File: src/rtl/lspc_raster_timer_if.sv
// ---------------------------------------------------------------------------
// lspc_raster_timer_if
//
// Register bus between the LSPC register decoder and the raster timer block.
//
// Signals:
//   WR_EN    one-cycle write strobe from the decoder
//   WR_ADDR  {channel[1:0], reg[1:0]} of the write
//   WR_DATA  16-bit write data
//   RD_ADDR  {channel[1:0], reg[1:0]} of the read
//   RD_DATA  16-bit combinational read data returned by the timer
//
// Modports:
//   master  register decoder side (drives writes and read address)
//   slave   timer side (consumes writes, returns read data)
// ---------------------------------------------------------------------------
interface lspc_raster_timer_if;
  logic        WR_EN;
  logic [3:0]  WR_ADDR;
  logic [15:0] WR_DATA;
  logic [3:0]  RD_ADDR;
  logic [15:0] RD_DATA;

  modport master (
    output WR_EN,
    output WR_ADDR,
    output WR_DATA,
    output RD_ADDR,
    input  RD_DATA
  );

  modport slave (
    input  WR_EN,
    input  WR_ADDR,
    input  WR_DATA,
    input  RD_ADDR,
    output RD_DATA
  );
endinterface

File: src/rtl/lspc_raster_timer.sv
// ---------------------------------------------------------------------------
// lspc_raster_timer
//
// Multi-channel raster timer for the LSPC. Each of NCH channels owns a
// TIMER_W-bit down-counter clocked by the pixel strobe while the beam is in
// the active line range, a reload register, a control register and an IRQ
// pending flag. A counter that reaches zero produces a single zero event per
// load, unless auto-reload on zero is enabled.
//
// Parameters:
//   TIMER_W     counter/reload width (17..32)
//   NCH         number of channels (1..4)
//   VIDEO_MODE  1 = PAL (border stop honoured), 0 = NTSC (border stop ignored)
//
// Ports:
//   CLK_24M    sole clock, rising edge
//   nRESET     synchronous active-low reset
//   PIX_EN     pixel strobe, one CLK_24M cycle in four
//   VCOUNT     current line counter
//   VBL_START  one-cycle pulse at the first vblank line
//   bus        register bus (slave side): writes, reads
//   IRQ        per-channel pending flags (registered)
//   IRQ_ANY    OR of IRQ
// ---------------------------------------------------------------------------
module lspc_raster_timer #(
  parameter int TIMER_W    = 32,
  parameter int NCH        = 2,
  parameter int VIDEO_MODE = 1
) (
  input  logic                   CLK_24M,
  input  logic                   nRESET,
  input  logic                   PIX_EN,
  input  logic [8:0]             VCOUNT,
  input  logic                   VBL_START,
  lspc_raster_timer_if.slave     bus,
  output logic [NCH-1:0]         IRQ,
  output logic                   IRQ_ANY
);

  localparam bit PAL = (VIDEO_MODE != 0);

  // CTRL bit positions
  localparam int IRQ_EN      = 0;
  localparam int RLD_WR      = 1;
  localparam int RLD_VBL     = 2;
  localparam int RLD_ZERO    = 3;
  localparam int BORDER_STOP = 4;

  // Register indices inside a channel
  localparam logic [1:0] REG_LOAD_HI = 2'd0;
  localparam logic [1:0] REG_LOAD_LO = 2'd1;
  localparam logic [1:0] REG_CTRL    = 2'd2;
  localparam logic [1:0] REG_ACK     = 2'd3;

  logic [TIMER_W-1:0] count  [NCH];
  logic [TIMER_W-1:0] reload [NCH];
  logic [4:0]         ctrl   [NCH];
  logic [NCH-1:0]     expired;
  logic [NCH-1:0]     pending;

  logic [1:0] wr_ch;
  logic [1:0] wr_reg;
  logic [1:0] rd_ch;
  logic [1:0] rd_reg;
  logic       border;

  logic [NCH-1:0] wr_hit;
  logic [NCH-1:0] step;
  logic [NCH-1:0] zero_evt;
  logic [NCH-1:0] load_wr;
  logic [NCH-1:0] load_vbl;
  logic [NCH-1:0] ack;

  // Only the upper line bits matter for run/border decisions.
  logic unused_vcount_lo;
  assign unused_vcount_lo = ^VCOUNT[3:0];

  assign wr_ch  = bus.WR_ADDR[3:2];
  assign wr_reg = bus.WR_ADDR[1:0];
  assign rd_ch  = bus.RD_ADDR[3:2];
  assign rd_reg = bus.RD_ADDR[1:0];

  // The border is the first and last 16 lines of the visible half-range.
  assign border = (VCOUNT[7:4] == 4'h0) | (VCOUNT[7:4] == 4'hF);

  // Per-channel event decode. Channels whose index is >= NCH never match a
  // write, which is how out-of-range writes are dropped.
  always_comb begin
    wr_hit   = '0;
    step     = '0;
    zero_evt = '0;
    load_wr  = '0;
    load_vbl = '0;
    ack      = '0;
    for (int c = 0; c < NCH; c++) begin
      wr_hit[c]   = bus.WR_EN & (wr_ch == 2'(c));
      step[c]     = PIX_EN & VCOUNT[8] & ~(PAL & ctrl[c][BORDER_STOP] & border);
      zero_evt[c] = step[c] & (count[c] == '0) & ~expired[c];
      load_wr[c]  = wr_hit[c] & (wr_reg == REG_LOAD_LO) & ctrl[c][RLD_WR];
      load_vbl[c] = VBL_START & ctrl[c][RLD_VBL];
      ack[c]      = wr_hit[c] & (wr_reg == REG_ACK) & bus.WR_DATA[0];
    end
  end

  // Channel state. The counter update is a strict priority chain: a write
  // load beats a vblank reload, which beats a zero-event reload, which beats
  // a plain decrement. PENDING is set by the zero event even when a higher
  // priority load takes the counter, and a set beats a same-cycle ACK.
  always_ff @(posedge CLK_24M) begin
    if (!nRESET) begin
      for (int c = 0; c < NCH; c++) begin
        count[c]  <= '0;
        reload[c] <= '0;
        ctrl[c]   <= '0;
      end
      expired <= '1;
      pending <= '0;
    end else begin
      for (int c = 0; c < NCH; c++) begin
        if (wr_hit[c]) begin
          case (wr_reg)
            REG_LOAD_HI: reload[c][TIMER_W-1:16] <= bus.WR_DATA[TIMER_W-17:0];
            REG_LOAD_LO: reload[c][15:0]         <= bus.WR_DATA;
            REG_CTRL:    ctrl[c]                 <= bus.WR_DATA[4:0];
            default:     ;
          endcase
        end

        if (load_wr[c]) begin
          count[c]   <= {reload[c][TIMER_W-1:16], bus.WR_DATA};
          expired[c] <= 1'b0;
        end else if (load_vbl[c]) begin
          count[c]   <= reload[c];
          expired[c] <= 1'b0;
        end else if (zero_evt[c]) begin
          if (ctrl[c][RLD_ZERO]) begin
            count[c] <= reload[c];
          end else begin
            expired[c] <= 1'b1;
          end
        end else if (step[c] && (count[c] != '0)) begin
          count[c] <= count[c] - 1'b1;
        end

        if (zero_evt[c] && ctrl[c][IRQ_EN]) begin
          pending[c] <= 1'b1;
        end else if (ack[c]) begin
          pending[c] <= 1'b0;
        end
      end
    end
  end

  // Combinational register read; unimplemented channels read as zero.
  always_comb begin
    bus.RD_DATA = '0;
    for (int c = 0; c < NCH; c++) begin
      if (rd_ch == 2'(c)) begin
        case (rd_reg)
          REG_LOAD_HI: bus.RD_DATA = 16'(count[c][TIMER_W-1:16]);
          REG_LOAD_LO: bus.RD_DATA = count[c][15:0];
          REG_CTRL:    bus.RD_DATA = {11'b0, ctrl[c]};
          default:     bus.RD_DATA = {14'b0, expired[c], pending[c]};
        endcase
      end
    end
  end

  assign IRQ     = pending;
  assign IRQ_ANY = |pending;

endmodule

File: src/flat_wrapper.sv
// flat-port wrapper written by rule: the top's interface ports become plain ports
module lspc_raster_timer_flat 
#(
  parameter int TIMER_W    = 32,
  parameter int NCH        = 2,
  parameter int VIDEO_MODE = 1
)
  (CLK_24M, nRESET, PIX_EN, VCOUNT, VBL_START, IRQ, IRQ_ANY, bus_WR_EN, bus_WR_ADDR, bus_WR_DATA, bus_RD_ADDR, bus_RD_DATA);
  lspc_raster_timer_if bus_i ();
  input  logic CLK_24M;
  input  logic nRESET;
  input  logic PIX_EN;
  input  logic [8:0] VCOUNT;
  input  logic VBL_START;
  output logic [NCH-1:0] IRQ;
  output logic IRQ_ANY;
  input wire logic [$bits(bus_i.WR_EN)-1:0] bus_WR_EN;
  input wire logic [$bits(bus_i.WR_ADDR)-1:0] bus_WR_ADDR;
  input wire logic [$bits(bus_i.WR_DATA)-1:0] bus_WR_DATA;
  input wire logic [$bits(bus_i.RD_ADDR)-1:0] bus_RD_ADDR;
  output wire logic [$bits(bus_i.RD_DATA)-1:0] bus_RD_DATA;
  assign bus_i.WR_EN = bus_WR_EN;
  assign bus_i.WR_ADDR = bus_WR_ADDR;
  assign bus_i.WR_DATA = bus_WR_DATA;
  assign bus_i.RD_ADDR = bus_RD_ADDR;
  assign bus_RD_DATA = bus_i.RD_DATA;
  lspc_raster_timer #(.TIMER_W(TIMER_W), .NCH(NCH), .VIDEO_MODE(VIDEO_MODE)) u_core (.CLK_24M(CLK_24M), .nRESET(nRESET), .PIX_EN(PIX_EN), .VCOUNT(VCOUNT), .VBL_START(VBL_START), .bus(bus_i), .IRQ(IRQ), .IRQ_ANY(IRQ_ANY));
endmodule
File: config.mk
export PLATFORM = sky130hd
export DESIGN_NAME = lspc_raster_timer_flat
export DESIGN_NICKNAME = d
export VERILOG_FILES = /design/src/rtl/lspc_raster_timer_if.sv /design/src/rtl/lspc_raster_timer.sv /design/src/flat_wrapper.sv
export SDC_FILE = /design/constraint.sdc
export NUM_CORES = 1
export LEC_CHECK = 0
export ABC_CLOCK_PERIOD_IN_PS = 9100
export CORE_MARGIN = 4
export CORE_UTILIZATION = 65
export DETAILED_ROUTE_END_ITERATION = 7
export DONT_BUFFER_PORTS = 1
export PLACE_DENSITY_LB_ADDON = 0.25
export SLEW_MARGIN = 40
export SYNTH_ARGS = -nofsm -noshare
export SYNTH_HDL_FRONTEND = slang
export SYNTH_SLANG_ARGS = --single-unit
File: constraint.sdc
create_clock -name CLK_24M -period 9.1 [get_ports CLK_24M]
set_clock_uncertainty 0.2 [all_clocks]
set_input_delay 1.82 -clock CLK_24M [delete_from_list [all_inputs] [get_ports CLK_24M]]
set_output_delay 1.82 -clock CLK_24M [all_outputs]
set_load 0.05 [all_outputs]
==> metrics.md, run 1 <==
| Metric | Value |
|---|---|
| Hold Buf Count CTS | `0` |
| Slowest cell delay on critical path | `0.78 ns` |
| Clock Latency Late Sink | `0.42 ns` |
| Post-cts sizing count | `0` |
| Row cnt | `40` |
| Starting Density | `0.676` |
| P per Cell Area | `190 mW/mm²` |
| DRT iter0 DRCs | `1,161` |
| Slowest CP cell | `a211oi_2` |
| Slew margin rel. | `0.407` |
| Worst-path clk slew | `0.06 ns` |
| Commonest non-fill, non-tap cell in the layout | `edfxtp_1` |
| GP Congestion | `0.934` |
| DR top layer | `met4` |
| Yosys warnings | `0` |
| Routed WL | `22,600 µm` |
| CP arrival | `3.12 ns` |
| Max_cap viols | `0` |
| Antenna violations before repair | `0` |
| Met3 wire length | `2450 µm` |
| Max Clk Rate | `0.194 GHz` |
| Routed len/inst | `24.9 µm` |
| EDFF count, synth | `138` |
| Share of layout cells above drive strength 1 | `0.115` |
| Critical Path, Cell by Cell | `nor2b_1, a21oi_1, a211oi_2` |
| IO Port Bufs | `0` |
| Core ar. | `0.0122 mm²` |
| Mapped cell area | `0.00826 mm²` |
| Async SR Flop Fraction | `0` |
| Mean Syn Cell Area | `11.1 µm²` |
| Syn_nets | `786` |
| Drt drc | `0` |
| First-pass detailed-route iteration total | `6` |
| Slew @ Worst Pin | `0.888 ns` |
| Vias in the first global route | `6,319` |
| Crit. End Element | `output pin` |
| Nets | `767` |
| Clock Tree Buf Depth | `2` |
| Cts bufs inserted | `17` |
| Design Power | `0.00172 W` |
| Synthesis-to-finish area growth | `9.67%` |
| Metal2 WL | `10,800 µm` |
| Unrepaired setup endpoints after global routing | `false` |
| Overall Global Routing Usage | `0.316` |
| Yosys reg bits | `142` |
| First-pass GRT wire length | `34,900 µm` |
| CTS root buffer | `clkbuf_16` |
| Largest net degree at the start of global routing | `65` |
| Antenna diodes | `0` |
| Die H | `121 µm` |
| Inst Count DP | `875` |
| Final hold violations | `0` |
| Crit share post-route | `0.565` |
| Setup violators final | `0` |
| Avg Vias per Cell | `7.20` |
| CTS tree | `yes` |
| Commonest cells after routing, fill and taps aside | `edfxtp_1 (138), nand2_1 (69), and2_1 (55), mux2i_1 (46), nor2_1 (45)` |
| Main flop type after synthesis | `edfxtp_1` |
| Worst path bufs/invs | `0` |
| Worst VDD drop | `139 µV` |
| Finished Layout Cells | `907` |
| Synth unique cells | `64` |
| P_leak | `3.09 nW` |
| Worst-path fanout max | `13` |
| CTS sink cnt | `142` |
| Vias post-DR | `6,532` |
| Dpl hpwl | `15,500 µm` |
| Slew Viols, Final | `0` |
| I/O pin total | `57` |
| Post-Synthesis Cells | `745` |
| Worst min path class | `reg -> reg` |
| Met1 WL | `8590 µm` |
| Kind of critical path | `in -> out` |
| Cell family with the largest share of critical-path delay | `compound AO/OA/AOI/OAI gates` |
| Critical Path Source Type | `primary input` |
| Worst EP required | `7.08 ns` |
| Total congestion overflow | `0` |
| Die area | `0.0146 mm²` |
| Status | `finished, final reports clean` |
| Final min period | `5.14 ns` |
| TNS Setup | `0 ns` |
| Htree depth | `4` |
| Sequential fraction of the synthesis area | `0.512` |
| Number of routed nets with antenna violations | `0` |
| Die width | `121 µm` |
| Post-CTS setup buffers | `0` |
-- worst paths after layout --
path                              from                   to  slack, ns  depth (start not counted)
setup / recovery        bus_RD_ADDR[1]       bus_RD_DATA[3]       3.96                          3
hold / removal    u_core.reload[1][26]  u_core.count[1][26]       0.36                          1
setup reg to reg    u_core.count[1][6]  u_core.count[1][20]       4.70                          7
hold reg to reg   u_core.reload[1][26]  u_core.count[1][26]       0.36                          1
-- flip-flops by register name, indices dropped and copies added (netlist names) --
name	count
u_core.reload	64
u_core.count	64
u_core.ctrl	10
u_core.expired	2
u_core.IRQ	2
-- final cells by class --
type / count / area, µm²
clock buffers: 19 / 433
repair buffers: 7 / 52.6
flip-flops and latches: 142 / 4220
fillers: 841 / 3160
well taps: 168 / 210
clock inverters: 13 / 124
inverters: 9 / 33.8
multi-input cells: 549 / 3980
-- power breakdown --
group / leakage [nW] / switching [W] / total [W] / internal, W
combinational: 1.40 / 0.000145 / 0.000224 / 0.0000792
sequential: 1.43 / 0.0000554 / 0.000835 / 0.000780
clock: 0.267 / 0.000262 / 0.000661 / 0.000398
-- synth_stat cells (all sizes together) (3+ instances only) --
library cell / n / area (µm²)
nor3: 21 / 105
o21ai: 12 / 60.1
and2: 55 / 344
a21oi: 12 / 67.6
xor2: 31 / 272
nand3: 23 / 115
edfxtp: 138 / 4140
nand4b: 3 / 26.3
mux4: 4 / 90.1
nor4: 21 / 159
nor3b: 3 / 27.5
a22o: 11 / 97.6
and3: 4 / 25.0
or3: 8 / 55.1
a2111oi: 15 / 131
nand3b: 5 / 37.5
o2bb2ai: 5 / 43.8
a21o: 4 / 30.0
o22ai: 12 / 75.1
xnor2: 18 / 158
or2: 3 / 18.8
nor2: 48 / 180
clkbuf: 29 / 109
nand2: 70 / 263
ha: 3 / 37.5
mux2i: 46 / 460
or4: 10 / 86.3
o31ai: 18 / 135
a32oi: 16 / 140
dfxtp: 4 / 80.1
a211oi: 38 / 298
nand4: 6 / 37.5
buf: 16 / 97.6
inv: 8 / 30.0
-- logic make-up after synthesis --
logic type,Yosys count,synth area share
AO/OA/AOI/OAI,154,0.142
XOR/XNOR,49,0.0520
adder cells (fa/ha/maj),3,0.00455
buffers and inverters,54,0.0291
flip-flops,142,0.512
multiplexers,50,0.0667
AND/OR/NAND/NOR,293,0.194
-- worst register-to-register path, cell delays in order (launching register included) --
cell      delay, ns
edfxtp_1       0.47
nor4_1         0.57
nand2_1        0.49
nor4_4         0.67
a22o_2         0.46
and2_1         0.59
nand3b_1       0.19
buf_4          0.40
-- per-stage QoR --
step	hold slack [ns]	utilization	area, µm²	worst slack, ns
floorplan	0.295	-	8260	3.07
global placement	0.327	0.684	8360	3.77
detailed placement	0.340	0.693	8460	3.95
CTS	0.353	0.739	9020	3.92
global route	0.363	0.741	9050	3.91
finish	0.359	0.741	9050	3.96
-- layer usage --
metal,up-vias,GRT usage
li1,2852,-
met1,3174,0.406
met2,428,0.511
met3,78,0.0898
met4,0,0.118
met5,-,0
Note: power is estimated with default switching activity, not from simulation.
==> inputs of run 2 (changes only) <==
--- a/config.mk
+++ b/config.mk
@@ -5,9 +5,9 @@
 export SDC_FILE = /design/constraint.sdc
 export NUM_CORES = 1
 export LEC_CHECK = 0
-export ABC_CLOCK_PERIOD_IN_PS = 9100
+export ABC_CLOCK_PERIOD_IN_PS = 4900
 export CORE_MARGIN = 4
-export CORE_UTILIZATION = 65
+export CORE_UTILIZATION = 64
 export DETAILED_ROUTE_END_ITERATION = 7
 export DONT_BUFFER_PORTS = 1
 export PLACE_DENSITY_LB_ADDON = 0.25
==> constraint.sdc (replaced) <==
create_clock -name CLK_24M -period 4.9 [get_ports CLK_24M]
set_clock_uncertainty 0.2 [all_clocks]
set_input_delay 0.98 -clock CLK_24M [delete_from_list [all_inputs] [get_ports CLK_24M]]
set_output_delay 0.98 -clock CLK_24M [all_outputs]
set_load 0.05 [all_outputs]
==> run 2 against run 1 <==
Effect of this change:
- register-to-register slack lost 3.8 ns
- sequential share of layout area is 0.40 points lower
- final area increased by 0.86%
- critical path type is now reg -> reg
- clock-buffer cell count unchanged
- routed wire length up 1.0%
- cell count is 2.1% higher
- via count shrank 0.46%
- die area rose by 1.5%
- setup slack worse by 3.0 ns
- sequential power grew 86%
==> metrics.md, run 2 (synthesized netlist as in run 1, its figures left out) <==
| Metric | Value |
|---|---|
| TNS Setup | `0 ns (unchanged)` |
| I/O pin total | `57 (unchanged)` |
| Core ar. | `0.0126 mm² (was 0.0122 mm²)` |
| Starting Density | `0.654 (was 0.676)` |
| Vias post-DR | `6,502 (was 6,532)` |
| Critical Path Source Type | `flip-flop (was primary input)` |
| Max_cap viols | `0 (unchanged)` |
| First-pass GRT wire length | `35,200 µm (was 34,900 µm)` |
| GRT busiest layer | `met2 (unchanged)` |
| IO Port Bufs | `0 (unchanged)` |
| Worst R2R End | `u_core.count[1][7] (was u_core.count[1][20])` |
| Clock Tree Buf Depth | `2 (unchanged)` |
| Worst-path fanout max | `17 (was 13)` |
| Number of routed nets with antenna violations | `0 (unchanged)` |
| Reg2reg path depth | `8 (was 7)` |
| CP arrival | `3.87 ns (was 3.12 ns)` |
| Crit share post-route | `0.808` |
| Met3 Use GR | `0.0678 (was 0.0898)` |
| CTS root buffer | `clkbuf_16 (unchanged)` |
| Routed len/inst | `24.6 µm (was 24.9 µm)` |
| Post-DP Area | `0.00852 mm² (was 0.00846 mm²)` |
| Crit path launch | `u_core.count[1][5] (was bus_RD_ADDR[1])` |
| Status | `finished, final reports clean (unchanged)` |
| Antenna diodes | `0 (unchanged)` |
| P per Cell Area | `360 mW/mm² (was 190 mW/mm²)` |
| Routed WL | `22,800 µm (was 22,600 µm)` |
| CTS tree | `yes (unchanged)` |
| Unrepaired setup endpoints after global routing | `false (unchanged)` |
| R2r setup slk | `0.94 ns (was 4.70 ns)` |
| Commonest cells after routing, fill and taps aside | `edfxtp_1 (138), nand2_1 (67), and2_1 (55), mux2i_1 (46), nor2_1 (45) (was edfxtp_1 (138), nand2_1 (69), and2_1 (55), mux2i_1 (46), nor2_1 (45))` |
| Largest net degree at the start of global routing | `65 (unchanged)` |
| Max Clk Rate | `0.253 GHz` |
| First-pass detailed-route iteration total | `6 (unchanged)` |
| Slew @ Worst Pin | `0.847 ns (was 0.888 ns)` |
| Worst-path clk slew | `0.06 ns (about the same)` |
| FF-to-FF Start | `u_core.count[1][5] (was u_core.count[1][6])` |
| Commonest non-fill, non-tap cell in the layout | `edfxtp_1 (unchanged)` |
| Kind of critical path | `reg -> reg (was in -> out)` |
| Final min period | `3.96 ns` |
| Share of layout cells above drive strength 1 | `0.117 (was 0.115)` |
| Crit. End Element | `flip-flop (was output pin)` |
| Cts bufs inserted | `17 (unchanged)` |
| Avg Vias per Cell | `7.02 (was 7.20)` |
| Routing usage on met1 | `0.420 (was 0.406)` |
| Drt drc | `0 (unchanged)` |
| Htree depth | `4 (unchanged)` |
| M2 GR Usage | `0.518 (was 0.511)` |
| Antenna violations before repair | `0 (unchanged)` |
| Vias in the first global route | `6,250 (was 6,319)` |
| Slew Viols, Final | `0 (unchanged)` |
| Post-cts sizing count | `0 (unchanged)` |
| Worst VDD drop | `246 µV (was 139 µV)` |
| GP Congestion | `0.924 (was 0.934)` |
| Die area | `0.0148 mm² (was 0.0146 mm²)` |
| Synthesis-to-finish area growth | `10.6% (was 9.67%)` |
| Row cnt | `41 (was 40)` |
| P_leak | `3.17 nW (was 3.09 nW)` |
| Post-CTS setup buffers | `0 (unchanged)` |
| Design Power | `0.00329 W (was 0.00172 W)` |
| Final hold violations | `0 (unchanged)` |
| Die H | `122 µm (was 121 µm)` |
| Dpl hpwl | `15,400 µm (was 15,500 µm)` |
| Inst Count DP | `894 (was 875)` |
| Slew margin rel. | `0.430 (was 0.407)` |
| Finished Layout Cells | `926 (was 907)` |
| Setup violators final | `0 (unchanged)` |
| Final design area excluding fillers | `0.00913 mm² (was 0.00905 mm²)` |
| Hold Buf Count CTS | `0 (unchanged)` |
| Nets | `782 (was 767)` |
| DRT iter0 DRCs | `1,147 (was 1,161)` |
| Biggest regs | `u_core.count (64), u_core.reload (64), u_core.ctrl (10) (unchanged)` |
| Die width | `122 µm (was 121 µm)` |
| Worst EP required | `4.81 ns (was 7.08 ns)` |
| Clock Latency Late Sink | `0.43 ns (was 0.42 ns)` |
| Worst min path class | `reg -> reg (unchanged)` |
| Overall Global Routing Usage | `0.317 (was 0.316)` |
| CTS sink cnt | `142 (unchanged)` |
| Crit path to | `u_core.count[1][7] (was bus_RD_DATA[3])` |
| Total congestion overflow | `0 (unchanged)` |
run 2: cell count changes in the layout (fill, tap and decap cells not counted), sizes merged:
cell / change
buf: +15
bufinv: +1
inv: +2
clkinv: -3
run 2: worst min path at each step:
| stage | from | end | slack (ns) | cells past startpoint |
|---|---|---|---|---|
| 3_3_place_gp | u_core.reload[1][16] | u_core.count[1][16] | 0.30 | 1 |
| 4_1_cts | u_core.reload[1][18] | u_core.count[1][18] | 0.33 | 1 |
| 3_5_place_dp | u_core.reload[1][16] | u_core.count[1][16] | 0.31 | 1 |
| 2_1_floorplan | u_core.reload[1][16] | u_core.count[1][16] | 0.29 | 1 |
| 6_report | u_core.reload[1][18] | u_core.count[1][18] | 0.33 | 1 |
| 5_1_grt | u_core.reload[1][16] | u_core.count[1][16] | 0.34 | 1 |
run 2: worst max-delay path: stages (launching register included):
cell,delay (ns)
edfxtp_1,0.50
nor4_1,0.46
nand2_1,0.45
nor4_4,0.65
a22o_2,0.50
and2_1,0.19
buf_4,0.23
nand3b_1,0.16
buf_4,0.27
run 2: layer usage:
layer / part of all wire / wire length (µm)
met4: 0.032 / 722
met3: 0.10 / 2340
met5: 0 / 0
met1: 0.38 / 8620
met2: 0.49 / 11100
run 2: cell type report:
cell class                 instances  area, µm²
clock buffer                      19        433
clock inverter                    13        165
fill                             905       3490
inverter                           9       33.8
multi-input combinational        549       3880
sequential                       142       4220
tap                              172        215
timing repair buffer              22        178
run 2: per-stage QoR:
| stage | worst slack [ns] | hold slack (ns) | util |
|---|---|---|---|
| global route | 0.670 | 0.340 | 0.724 |
| CTS | 0.946 | 0.326 | 0.722 |
| global placement | 1.07 | 0.305 | 0.672 |
| finish | 0.940 | 0.327 | 0.724 |
| detailed placement | 0.977 | 0.311 | 0.675 |
| floorplan | 0.552 | 0.295 | - |
run 2: power by group:
| group | switching (W) | total (W) | internal (W) |
|---|---|---|---|
| clock network | 0.000518 | 0.00132 | 0.000802 |
| logic | 0.000266 | 0.000420 | 0.000153 |
| registers | 0.0000985 | 0.00155 | 0.00145 |
==> inputs of run 3 (changes only) <==
--- a/config.mk
+++ b/config.mk
@@ -5,9 +5,9 @@
 export SDC_FILE = /design/constraint.sdc
 export NUM_CORES = 1
 export LEC_CHECK = 0
-export ABC_CLOCK_PERIOD_IN_PS = 4900
+export ABC_CLOCK_PERIOD_IN_PS = 3200
 export CORE_MARGIN = 4
-export CORE_UTILIZATION = 64
+export CORE_UTILIZATION = 58
 export DETAILED_ROUTE_END_ITERATION = 7
 export DONT_BUFFER_PORTS = 1
 export PLACE_DENSITY_LB_ADDON = 0.25
==> constraint.sdc (replaced) <==
create_clock -name CLK_24M -period 3.2 [get_ports CLK_24M]
set_clock_uncertainty 0.2 [all_clocks]
set_input_delay 0.64 -clock CLK_24M [delete_from_list [all_inputs] [get_ports CLK_24M]]
set_output_delay 0.64 -clock CLK_24M [all_outputs]
set_load 0.05 [all_outputs]
==> run 3 against run 2 <==
Effect of this change:
- non-clock buffer count is 43 higher
- maximum frequency is 27% higher
- flip-flop and latch count stayed put
- highest routed layer unchanged
- sequential share of layout area is 1.8 points lower
- critical endpoint is now u_core.count[0][15]
- largest cell class unchanged
- register-to-register slack worse by 0.86 ns
- utilization is 4.1 points lower
==> metrics.md, run 3 (synthesized netlist as in run 1, its figures left out) <==
| Metric | Value |
|---|---|
| CTS sink cnt | `142 (unchanged)` |
| Commonest non-fill, non-tap cell in the layout | `edfxtp_1 (unchanged)` |
| Slew Viols, Final | `0 (unchanged)` |
| Vias post-DR | `6,780 (was 6,502)` |
| Inst Count DP | `944 (was 894)` |
| Clock Latency Late Sink | `0.42 ns (was 0.43 ns)` |
| Hold WS | `0.111 ns (was 0.327 ns)` |
| Max_cap viols | `0 (unchanged)` |
| First-pass GRT wire length | `36,800 µm (was 35,200 µm)` |
| Kind of critical path | `reg -> reg (unchanged)` |
| Unrepaired setup endpoints after global routing | `true (was false)` |
| Critical Path Source Type | `flip-flop (unchanged)` |
| Worst-path fanout max | `48 (was 17)` |
| Slew @ Worst Pin | `0.798 ns (was 0.847 ns)` |
| Starting Density | `0.593 (was 0.654)` |
| IO Port Bufs | `0 (unchanged)` |
| Slew margin rel. | `0.467 (was 0.430)` |
| P per Cell Area | `523 mW/mm² (was 360 mW/mm²)` |
| Core ar. | `0.0139 mm² (was 0.0126 mm²)` |
| Critical Path, Cell by Cell | `or4_1, nor3b_1, nor4b_4, buf_4, nor4b_4, buf_12, a2111oi_0, a311oi_1 (was nor4_1, nand2_1, nor4_4, a22o_2, and2_1, buf_4, nand3b_1, buf_4)` |
| CTS root buffer | `clkbuf_16 (unchanged)` |
| Hold_sp | `nRESET (was u_core.reload[1][18])` |
| Worst EP required | `3.15 ns (was 4.81 ns)` |
| Crit path launch | `u_core.count[0][26] (was u_core.count[1][5])` |
| Hold worst-path end | `u_core.expired[1] (was u_core.count[1][18])` |
| Final design area excluding fillers | `0.00951 mm² (was 0.00913 mm²)` |
| Finished Layout Cells | `976 (was 926)` |
| Worst-path clk slew | `0.06 ns (about the same)` |
| Crit. End Element | `flip-flop (unchanged)` |
| Vias in the first global route | `6,582 (was 6,250)` |
| Setup violators final | `0 (unchanged)` |
| CTS tree | `yes (unchanged)` |
| Worst VDD drop | `338 µV (was 246 µV)` |
| Worst min path class | `in -> reg (was reg -> reg)` |
| Final hold violations | `0 (unchanged)` |
| Clock Tree Buf Depth | `2 (unchanged)` |
| Routed WL | `23,500 µm (was 22,800 µm)` |
| Max Clk Rate | `0.320 GHz (was 0.253 GHz)` |
| Routed len/inst | `24.1 µm (was 24.6 µm)` |
| Synthesis-to-finish area growth | `15.2% (was 10.6%)` |
| Slowest cell delay on critical path | `0.59 ns (was 0.65 ns)` |
| Slowest CP cell | `or4_1 (was nor4_4)` |
| Cts bufs inserted | `17 (unchanged)` |
| Die width | `127 µm (was 122 µm)` |
| Htree depth | `4 (unchanged)` |
| Avg Vias per Cell | `6.95 (was 7.02)` |
| Worst R2R End | `u_core.count[0][15] (was u_core.count[1][7])` |
| P_leak | `3.39 nW (was 3.17 nW)` |
| Hold path depth | `1 (unchanged)` |
| Status | `finished, final reports clean (unchanged)` |
| Row cnt | `43 (was 41)` |
| Post-DP Area | `0.00892 mm² (was 0.00852 mm²)` |
| Hold Buf Count CTS | `0 (unchanged)` |
| DRT iter0 DRCs | `973 (was 1,147)` |
| Biggest regs | `u_core.count (64), u_core.reload (64), u_core.ctrl (10) (unchanged)` |
| Antenna diodes | `0 (unchanged)` |
| Largest net degree at the start of global routing | `49 (was 65)` |
| Share of layout cells above drive strength 1 | `0.172 (was 0.117)` |
| FF-to-FF Start | `u_core.count[0][26] (was u_core.count[1][5])` |
| Number of routed nets with antenna violations | `0 (unchanged)` |
| Overall Global Routing Usage | `0.297 (was 0.317)` |
| I/O pin total | `57 (unchanged)` |
| Die H | `127 µm (was 122 µm)` |
| Antenna violations before repair | `0 (unchanged)` |
| First-pass detailed-route iteration total | `6 (unchanged)` |
| Cell with the most instances on the worst path | `nor4b_4 (was buf_4)` |
| Die area | `0.0162 mm² (was 0.0148 mm²)` |
| Dpl hpwl | `16,400 µm (was 15,400 µm)` |
| Reg2reg path depth | `8 (unchanged)` |
| Final min period | `3.12 ns (was 3.96 ns)` |
| GP Congestion | `0.950 (was 0.924)` |
| Crit share post-route | `0.976 (was 0.808)` |
| R2r setup slk | `0.08 ns (was 0.94 ns)` |
| Total congestion overflow | `0 (unchanged)` |
| Drt drc | `0 (unchanged)` |
| CP arrival | `3.08 ns (was 3.87 ns)` |
| Commonest cells after routing, fill and taps aside | `edfxtp_1 (138), nand2_1 (69), buf_4 (61), and2_1 (54), nor2_1 (48) (was edfxtp_1 (138), nand2_1 (67), and2_1 (55), mux2i_1 (46), nor2_1 (45))` |
| Nets | `825 (was 782)` |
[run 3: where the power goes]
| group | switching, W | internal, W | leakage, nW |
|---|---|---|---|
| registers | 0.000139 | 0.00222 | 1.43 |
| clock network | 0.000762 | 0.00113 | 0.262 |
| logic | 0.000437 | 0.000292 | 1.70 |
| total | 0.00134 | 0.00364 | 3.39 |
[run 3: repair_timing]
| action | 4_1_cts | 5_1_grt |
|---|---|---|
| resized for setup | 0 | 9 |
| setup endpoints to repair | 0 | 73 |
| setup buffers | 0 | 1 |
[run 3: stage by stage]
stage | TNS [ns] | total power, W | worst slack (ns) | util
floorplan | -16.91 | 0.00285 | -0.529 | -
global placement | 0 | 0.00306 | 0.105 | 0.640
detailed placement | 0 | 0.00309 | 0.0638 | 0.640
CTS | 0 | 0.00496 | 0.0406 | 0.680
global route | -0.106 | 0.00514 | -0.0292 | 0.683
finish | 0 | 0.00497 | 0.0755 | 0.683
[run 3: how the worst max path moves through the flow]
| stage | cells past startpoint | endpoint |
|---|---|---|
| after floorplan | 8 | u_core.count[1][0] |
| after global placement | 8 | u_core.count[0][8] |
| after detailed placement | 8 | u_core.count[0][3] |
| after CTS | 7 | u_core.count[1][8] |
| after global routing | 8 | u_core.count[0][10] |
| final | 8 | u_core.count[0][15] |
[run 3: metal layers]
metal	vias to the layer above	share of wire	global-route usage
met2	403	0.49	0.485
met3	60	0.098	0.0585
met5	-	0	0
met4	0	0.024	0.0896
met1	3344	0.39	0.404
li1	2973	-	-
[run 3: layout make-up]
cell class              count  area [µm²]
flip-flops and latches    142        4220
clock inverters            13         125
fillers                  1014        4420
clock buffers              18         429
inverters                   9        33.8
repair buffers             65         538
well taps                 180         225
multi-input cells         549        3940
[run 3: critical path: cells and delay by family (launching register included)]
family	cells	cell delay, ns
and+or+nand+nor	4	1.21
buffers and inverters	2	0.49
AOI/OAI and AO/OA	2	0.50
DFF	1	0.44
